File: src/rtl/map_pkg.sv
// Shared map-ROM definitions: map geometry, owner tags for returning read data,
// and the probe wait-counter step used for starvation tracking.
package map_pkg;

    localparam int MAP_ADDR_W = 12;
    localparam int MAP_W      = 70;
    localparam int MAP_H      = 50;
    localparam int WAIT_W     = 10;

    typedef enum logic [1:0] {
        TAG_NONE = 2'd0,
        TAG_DISP = 2'd1,
        TAG_P0   = 2'd2,
        TAG_P1   = 2'd3
    } owner_tag_t;

    // Wait counter clears whenever the probe is idle or served, and saturates.
    function automatic logic [WAIT_W-1:0] wait_next(
        input logic [WAIT_W-1:0] cnt,
        input logic              req,
        input logic              granted
    );
        if (!req || granted) begin
            return '0;
        end
        if (cnt == {WAIT_W{1'b1}}) begin
            return cnt;
        end
        return cnt + {{(WAIT_W-1){1'b0}}, 1'b1};
    endfunction

endpackage

File: src/rtl/map_tag_pipe.sv
// Owner-tag delay line matching the ROM read latency; clear empties all stages
// so reads issued before a reset never return.
module map_tag_pipe
    import map_pkg::*;
#(
    parameter int DEPTH = 1
) (
    input  logic       clk,
    input  logic       rst_n,
    input  owner_tag_t tag_in,
    output owner_tag_t tag_out
);

    owner_tag_t stage [DEPTH];

    always_ff @(posedge clk or negedge rst_n) begin
        if (!rst_n) begin
            for (int i = 0; i < DEPTH; i++) begin
                stage[i] <= TAG_NONE;
            end
        end else begin
            stage[0] <= tag_in;
            for (int i = 1; i < DEPTH; i++) begin
                stage[i] <= stage[i-1];
            end
        end
    end

    assign tag_out = stage[DEPTH-1];

endmodule

File: src/rtl/map_rom_arbiter.sv
// Shares the single map ROM port between the display path (active video) and
// two round-robin probe requesters (blanking), routing read data back by tag.
module map_rom_arbiter
    import map_pkg::*;
#(
    parameter int                ADDR_W     = MAP_ADDR_W,
    parameter int                DATA_W     = 8,
    parameter int                RD_LAT     = 1,
    parameter logic [WAIT_W-1:0] STARVE_LIM = 10'd1023
) (
    input  logic              clk,
    input  logic              reset_n,
    input  logic              blank,
    input  logic [ADDR_W-1:0] disp_addr,
    output logic [DATA_W-1:0] disp_data,
    output logic              disp_valid,
    input  logic              p0_req,
    input  logic [ADDR_W-1:0] p0_addr,
    output logic              p0_ack,
    output logic [DATA_W-1:0] p0_rdata,
    output logic              p0_rvalid,
    input  logic              p1_req,
    input  logic [ADDR_W-1:0] p1_addr,
    output logic              p1_ack,
    output logic [DATA_W-1:0] p1_rdata,
    output logic              p1_rvalid,
    output logic [ADDR_W-1:0] rom_addr,
    input  logic [DATA_W-1:0] rom_data,
    output logic [1:0]        starved
);

    logic              elig0;
    logic              elig1;
    logic              grant0;
    logic              grant1;
    logic              rr_ptr;      // 0 = P0 wins a tie, 1 = P1 wins a tie
    owner_tag_t        issue_next;
    owner_tag_t        issue_tag;
    owner_tag_t        ret_tag;
    logic [WAIT_W-1:0] wait0;
    logic [WAIT_W-1:0] wait1;
    logic [WAIT_W-1:0] wait0_next;
    logic [WAIT_W-1:0] wait1_next;

    // A probe in its ack cycle is not eligible, so one requester gets at most every other slot.
    assign elig0 = p0_req && !p0_ack;
    assign elig1 = p1_req && !p1_ack;

    always_comb begin
        grant0     = 1'b0;
        grant1     = 1'b0;
        issue_next = TAG_NONE;
        if (!blank) begin
            issue_next = TAG_DISP;
        end else begin
            if (elig0 && elig1) begin
                grant0 = !rr_ptr;
                grant1 = rr_ptr;
            end else begin
                grant0 = elig0;
                grant1 = elig1;
            end
            if (grant0) begin
                issue_next = TAG_P0;
            end else if (grant1) begin
                issue_next = TAG_P1;
            end
        end
    end

    assign wait0_next = wait_next(wait0, p0_req, grant0);
    assign wait1_next = wait_next(wait1, p1_req, grant1);

    always_ff @(posedge clk or negedge reset_n) begin
        if (!reset_n) begin
            rom_addr  <= '0;
            p0_ack    <= 1'b0;
            p1_ack    <= 1'b0;
            rr_ptr    <= 1'b0;
            issue_tag <= TAG_NONE;
        end else begin
            p0_ack    <= grant0;
            p1_ack    <= grant1;
            issue_tag <= issue_next;
            if (!blank) begin
                rom_addr <= disp_addr;
            end else if (grant0) begin
                rom_addr <= p0_addr;
            end else if (grant1) begin
                rom_addr <= p1_addr;
            end
            if (grant0) begin
                rr_ptr <= 1'b1;
            end else if (grant1) begin
                rr_ptr <= 1'b0;
            end
        end
    end

    // issue_tag is aligned with rom_addr; the pipe adds the ROM's own latency.
    map_tag_pipe #(
        .DEPTH (RD_LAT)
    ) u_tag_pipe (
        .clk     (clk),
        .rst_n   (reset_n),
        .tag_in  (issue_tag),
        .tag_out (ret_tag)
    );

    always_ff @(posedge clk or negedge reset_n) begin
        if (!reset_n) begin
            disp_data  <= '0;
            disp_valid <= 1'b0;
            p0_rdata   <= '0;
            p0_rvalid  <= 1'b0;
            p1_rdata   <= '0;
            p1_rvalid  <= 1'b0;
        end else begin
            disp_valid <= (ret_tag == TAG_DISP);
            p0_rvalid  <= (ret_tag == TAG_P0);
            p1_rvalid  <= (ret_tag == TAG_P1);
            if (ret_tag == TAG_DISP) begin
                disp_data <= rom_data;
            end
            if (ret_tag == TAG_P0) begin
                p0_rdata <= rom_data;
            end
            if (ret_tag == TAG_P1) begin
                p1_rdata <= rom_data;
            end
        end
    end

    always_ff @(posedge clk or negedge reset_n) begin
        if (!reset_n) begin
            wait0   <= '0;
            wait1   <= '0;
            starved <= 2'b00;
        end else begin
            wait0      <= wait0_next;
            wait1      <= wait1_next;
            starved[0] <= starved[0] | (wait0_next >= STARVE_LIM);
            starved[1] <= starved[1] | (wait1_next >= STARVE_LIM);
        end
    end

endmodule

File: config.mk
export PLATFORM = sky130hd
export DESIGN_NAME = map_rom_arbiter
export DESIGN_NICKNAME = d
export VERILOG_FILES = /design/src/rtl/map_pkg.sv /design/src/rtl/map_tag_pipe.sv /design/src/rtl/map_rom_arbiter.sv
export SDC_FILE = /design/constraint.sdc
export NUM_CORES = 1
export LEC_CHECK = 0
export ABC_AREA = 1
export CAP_MARGIN = 10
export CELL_PAD_IN_SITES_DETAIL_PLACEMENT = 1
export CELL_PAD_IN_SITES_GLOBAL_PLACEMENT = 1
export CORE_MARGIN = 2
export CORE_UTILIZATION = 39
export CTS_BUF_LIST = sky130_fd_sc_hd__clkbuf_4 sky130_fd_sc_hd__clkbuf_8
export CTS_CLUSTER_SIZE = 30
export DETAILED_ROUTE_END_ITERATION = 10
export GPL_TIMING_DRIVEN = 1
export PLACE_DENSITY_LB_ADDON = 0.25
export SLEW_MARGIN = 20
export SYNTH_ARGS = -nofsm -noshare
export SYNTH_HDL_FRONTEND = slang
export SYNTH_SLANG_ARGS = --single-unit
File: constraint.sdc
create_clock -name clk -period 2.7 [get_ports clk]
set_input_delay 0.27 -clock clk [delete_from_list [all_inputs] [get_ports clk]]
set_output_delay 0.27 -clock clk [all_outputs]
set_load 0.05 [all_outputs]
==> reports/qor.csv, run 1 <==
metric,value,unit
startpoint_type,input pin,
die_y,96.6,um
die_area,0.00933,sq mm
syn-cell-area,0.00334,sq mm
swShare,0.402,
whs,0.363,ns
ys_async_sr_fraction,1.00,
fp-row-count,33,
power_density,711,mW/mm^2
grt_max_degree,34,
worstSkewPairLatency,0.35,ns
crit_slowest_cell,clkdlybuf4s50_1,
grtUsageMet3,0.0708,
dr.first_iter.drc_count,88,
clock-sinks,68,
cap_violations,0,
clock_power_share,0.243,
numPortBuffers,91,
via_count,2953,
cp-startpoint,p1_req,
p_leak,2.13,nW
status,finished clean,
critPathKind,in2reg,
cp_max_fo,24,
setup_viol,0,
htreeDepth,3,
seqPwrFrac,0.396,
post-route-period-util,0.718,
dpl_worst_slack,0.407,ns
drive_gt1_frac,0.107,
yosysMostFrequentCell,nand2_1,
cp-end-kind,flop,
worst_slack,0.762,ns
arrival,2.14,ns
hpwl,6690,um
yosys-top-cells-area,"dfrtp_1 (51%), nand2_1 (12%), inv_1 (5.6%)",
critPathRequiredTime,2.91,ns
pwr-share-comb,0.361,
power.internal,1.93,mW
grt-busiest-layer,met2,
cts_tree,built,
worst_slew_pin_slew,0.736,ns
drt_pre_antenna_iters,4,
ctsRootBufferMaster,clkbuf_8,
syn2layout_area_growth,35.5,%
max_stage_delay,0.59,ns
slew_headroom,0.510,
grt_pass1_wl,15500,um
crit_buf_inv,2,
grt_use_met1,0.252,
final_nets,541,
setup_tns,0,ns
grt.total_usage,0.205,
via_per_inst,4.92,
fin_skew,0.0101,ns
core_area,0.00826,sq mm
antenna_found_initial,0,
synth-main-ff-cell,dfrtp_1,
vdd_ir_drop_max,0.442,mV
gp_congestion,0.788,
fmax,0.516,GHz
clk_pin_slew,0.08,ns
yosysTopAreaCell,dfrtp_1,
grt_pass1_vias,3282,
ys_types,27,
period_minus_slack,1.94,ns
synth_edf_count,0,
diodes,0,
min_from,issue_tag[0],
synth_top_area_frac,0.509,
rsz0062_at_grt,false,
drt_wl_total,8980,um
ioPinCount,92,
post_drt_wl_per_cell,15.0,um
initial_utilization,0.405,
cts_buffer_depth,2,
die_width,96.6,um
cts_setup_buffers,0,
slew_violations,0,
synth_common_cells,"nand2_1 (106), dfrtp_1 (68), inv_1 (50)",
cts_buffers,9,
hold_viol,0,
ant_nets,0,
drc,0,
synth_warnings,0,
p_sw,1.29,mW
yosysSeqAreaShare,0.509,
grt-ovfl-total,0,
met2_usage,0.341,
path_delay_family,simple AND/OR/NAND/NOR gates,
path_cells,"clkdlybuf4s50_1, inv_2, nor2_4, nand2_2, nand2_2, nand3_2, nor2_1, a41oi_2",
worst_path_most_repeated_cell,nand2_2,
syn_inst,396,
syn_nets,447,
regToRegStartpoint,wait0[0],
holdCritPathClass,reg2reg,
synth_seq_cells,68,
syn_area_per_cell,8.45,sq um
## layout make-up
class | instances | area [sq um]
inverter | 55 | 206
clock inverter | 6 | 47.5
multi-input combinational | 261 | 1370
fill | 1021 | 3720
sequential | 68 | 1700
tap | 105 | 131
timing repair buffer | 95 | 938
clock buffer | 10 | 138
## per-stage QoR
step	area [sq um]	utilization	std cells	power (mW)
floorplan	3340	-	396	2.00
global placement	4340	0.525	583	2.44
detailed placement	4340	0.525	583	2.47
CTS	4530	0.549	600	3.28
global route	4530	0.549	600	3.40
finish	4530	0.549	600	3.22
## what timing repair did
action,in CTS,in global routing
resized for setup,0,0
hold endpoints to repair,26,0
hold buffers,1,0
## cells in the final DEF (no fill, tap or decap), types with 3 or more instances in the layout
cell,instances
nand4_1,5
nand3_2,6
dfrtp_1,68
a21oi_1,9
o21ai_0,27
buf_4,3
o21bai_1,3
nand3_1,33
clkbuf_8,10
inv_2,5
nand2_2,6
clkdlybuf4s50_1,90
nand2_1,106
a41oi_1,10
nor2_4,4
nor2_1,36
inv_1,50
## final timing paths
| path | endpoint | slack, ns | cells after the start |
|---|---|---|---|
| hold / removal | u_tag_pipe.tag_out[0] | 0.36 | 0 |
| setup / recovery | rom_addr[0] | 0.76 | 8 |
| max in group asynchronous | wait0[6] | 1.39 | 3 |
| hold reg to reg | u_tag_pipe.tag_out[0] | 0.36 | 0 |
| setup reg to reg | starved[0] | 0.84 | 10 |
| min in group asynchronous | p0_rdata[2] | 0.53 | 2 |
## kinds of logic after synthesis
logic type                 synth area share
and+or+nand+nor                       0.288
DFF                                   0.509
buffers and inverters                0.0816
AOI/OAI and AO/OA                     0.111
adders and majority gates           0.00748
xor gates and xnor gates            0.00262
## power by group through the flow
| stage | Clock, mW | Sequential (mW) | Combinational [mW] |
|---|---|---|---|
| final | 0.783 | 1.28 | 1.16 |
| after global routing | 0.865 | 1.30 | 1.24 |
| after CTS | 0.818 | 1.28 | 1.18 |
| after detailed placement | 0 | 1.29 | 1.17 |
| after global placement | 0 | 1.29 | 1.15 |
| after floorplan | 0 | 1.78 | 0.221 |
## per-layer routing
metal,part of all wire,vias up
met2,0.50,71
met5,0,-
met3,0.058,13
li1,-,1449
met1,0.43,1420
met4,0.015,0
## registers in the layout, indices dropped and copies added, names as in the netlist
name / flops
p1_rdata: 8
u_tag_pipe.tag_out: 2
rr_ptr: 1
starved: 2
wait0: 10
issue_tag: 2
p0_ack: 1
p1_rvalid: 1
p0_rvalid: 1
p0_rdata: 8
rom_addr: 12
wait1: 10
disp_valid: 1
disp_data: 8
p1_ack: 1
(Power assumes the default switching activity.)
==> run 2, diff against run 1 <==
- CORE_UTILIZATION: 39 -> 36
- clock period: 2.7 -> 1.81 ns (I/O delays scaled with it)
==> run 2 against run 1 <==
Effect of this change:
- setup slack lost 0.66 ns
- routed wire length grew 0.59%
- clock-buffer cell count is the same
- power grew 56%
- clock power grew 72%
- global-route usage shrank 0.99 points
- cell count grew 2.3%
- clock skew grew 0.0013 ns
- combinational power grew 53%
- critical endpoint is now p1_rdata[1]
==> reports/qor.csv, run 2 (synthesis gave the netlist of run 1 again) <==
metric,value,unit,change
status,finished clean,,unchanged
regMostFlops,rom_addr,,unchanged
fill_cells,1100,,was 1021
drt_pre_antenna_iters,4,,unchanged
vdd_ir_drop_max,0.670,mV,was 0.442 mV
hold_viol,0,,unchanged
setup_tns,0,ns,unchanged
grt.total_usage,0.195,,was 0.205
critPathKind,reg2out,,was in2reg
final_nets,551,,was 541
power,5.02,mW,was 3.22 mW
gp_congestion,0.807,,was 0.788
via_count,3036,,was 2953
fmax,0.585,GHz,
largest_registers,"rom_addr: 12 flops, wait0: 10 flops, wait1: 10 flops",,unchanged
diodes,0,,unchanged
dpl_worst_slack,-0.0119,ns,was 0.407 ns
post-route-period-util,0.944,,
fin_skew,0.0114,ns,was 0.0101 ns
startpoint_type,flop,,was input pin
initial_utilization,0.367,,was 0.405
cp_max_fo,2,,was 24
htreeDepth,3,,unchanged
drc,0,,unchanged
worst_slack,0.102,ns,was 0.762 ns
holdCritPathClass,reg2reg,,unchanged
hpwl,6790,um,was 6690 um
cts_buffers,9,,unchanged
cts_buffer_depth,2,,unchanged
clk_pin_slew,0.07,ns,was 0.08 ns
die_y,100,um,was 96.6 um
grt_pass1_vias,3342,,was 3282
final_common_cell,nand2_1,,unchanged
period_minus_slack,1.71,ns,
worst_slew_pin_slew,0.553,ns,was 0.736 ns
max_stage_delay,0.83,ns,was 0.59 ns
slew_violations,0,,unchanged
antenna_found_initial,0,,unchanged
crit_slowest_cell,clkdlybuf4s50_1,,unchanged
drt_wl_total,9030,um,was 8980 um
power_density,1080,mW/mm^2,was 711 mW/mm^2
grt_pass1_wl,15500,um,about the same
die_area,0.0101,sq mm,was 0.00933 sq mm
drive_gt1_frac,0.125,,was 0.107
seqCellArea,0.00170,sq mm,unchanged
ctsRootBufferMaster,clkbuf_8,,unchanged
critPathRequiredTime,1.63,ns,was 2.91 ns
final_cell_mix,"nand2_1 (106), clkdlybuf4s50_1 (88), dfrtp_1 (68)",,"was nand2_1 (106), clkdlybuf4s50_1 (90), dfrtp_1 (68)"
path_delay_family,buffers and inverters,,was simple AND/OR/NAND/NOR gates
post_drt_wl_per_cell,14.7,um,was 15.0 um
worstSkewPairLatency,0.33,ns,was 0.35 ns
cts_setup_buffers,0,,unchanged
via_per_inst,4.94,,was 4.92
setup_viol,0,,unchanged
final_area,0.00467,sq mm,was 0.00453 sq mm
path_cells,clkdlybuf4s50_1,,"was clkdlybuf4s50_1, inv_2, nor2_4, nand2_2, nand2_2, nand3_2, nor2_1, a41oi_2"
dr.first_iter.drc_count,80,,was 88
clock-sinks,68,,unchanged
syn2layout_area_growth,39.5,%,was 35.5%
slew_headroom,0.630,,was 0.510
p_leak,2.21,nW,was 2.13 nW
postPlaceCellArea,0.00444,sq mm,was 0.00434 sq mm
grt-ovfl-total,0,,unchanged
ant_nets,0,,unchanged
cts_tree,built,,unchanged
die_width,100,um,was 96.6 um
arrival,1.53,ns,was 2.14 ns
numPortBuffers,91,,unchanged
grt_max_degree,69,,was 34
ioPinCount,92,,unchanged
core_area,0.00911,sq mm,was 0.00826 sq mm
crit_buf_inv,1,,was 2
largest_reg_flops,12,,unchanged
multiInputGateArea,0.00137,sq mm,about the same
cap_violations,0,,unchanged
fp-row-count,35,,was 33
cp-end-kind,output pin,,was flop
## run 2: changes by cell type in the layout (fill, tap and decap cells not counted), sizes merged
cell	before	now
buf	4	15
bufinv	0	2
clkdlybuf4s50	90	88
dlymetal6s2s	0	1
clkinv	3	1
inv	57	55
## run 2: path summary, 6_finish.rpt
check	startpoint	to	slack (ns)	cells after the start
setup / recovery	p1_rdata[1]	p1_rdata[1]	0.10	1
hold / removal	issue_tag[1]	u_tag_pipe.tag_out[1]	0.37	0
setup reg to reg	wait1[0]	starved[1]	0.14	9
hold reg to reg	issue_tag[1]	u_tag_pipe.tag_out[1]	0.37	0
max in group asynchronous	reset_n	disp_data[6]	1.11	3
min in group asynchronous	reset_n	wait0[3]	0.39	3
## run 2: area by class of cell
type	instances	share of cell area
flip-flops and latches	68	0.365
inverters	55	0.0442
repair buffers	105	0.223
multi-input cells	261	0.294
clock buffers	10	0.0282
well taps	111	0.0298
clock inverters	4	0.0164
## run 2: per-layer routing
| layer | up-vias | routed length [um] | global-route usage |
|---|---|---|---|
| met2 | 77 | 4410 | 0.324 |
| met1 | 1475 | 3940 | 0.241 |
| li1 | 1476 | - | - |
| met4 | 0 | 93 | 0.0643 |
| met3 | 8 | 587 | 0.0634 |
| met5 | - | 0 | 0 |
## run 2: report_power, final
part           switching [mW]  internal [mW]  total, mW
clock network           0.568          0.779       1.35
logic                    1.18          0.605       1.78
registers               0.142           1.75       1.90
total                    1.88           3.14       5.02
## run 2: metrics by stage
| stage | cells | util | hold WS (ns) |
|---|---|---|---|
| finish | 614 | 0.512 | 0.369 |
| global route | 614 | 0.512 | 0.381 |
| CTS | 614 | 0.512 | 0.370 |
| detailed placement | 599 | 0.488 | 0.235 |
| global placement | 599 | 0.488 | 0.231 |
| floorplan | 396 | - | -0.115 |
## run 2: repair_timing
item / in CTS / in global routing
endpoints found under the setup margin: 0 / 2
hold buffers: 1 / 0
hold endpoints to repair: 68 / 0
resized for setup: 0 / 3
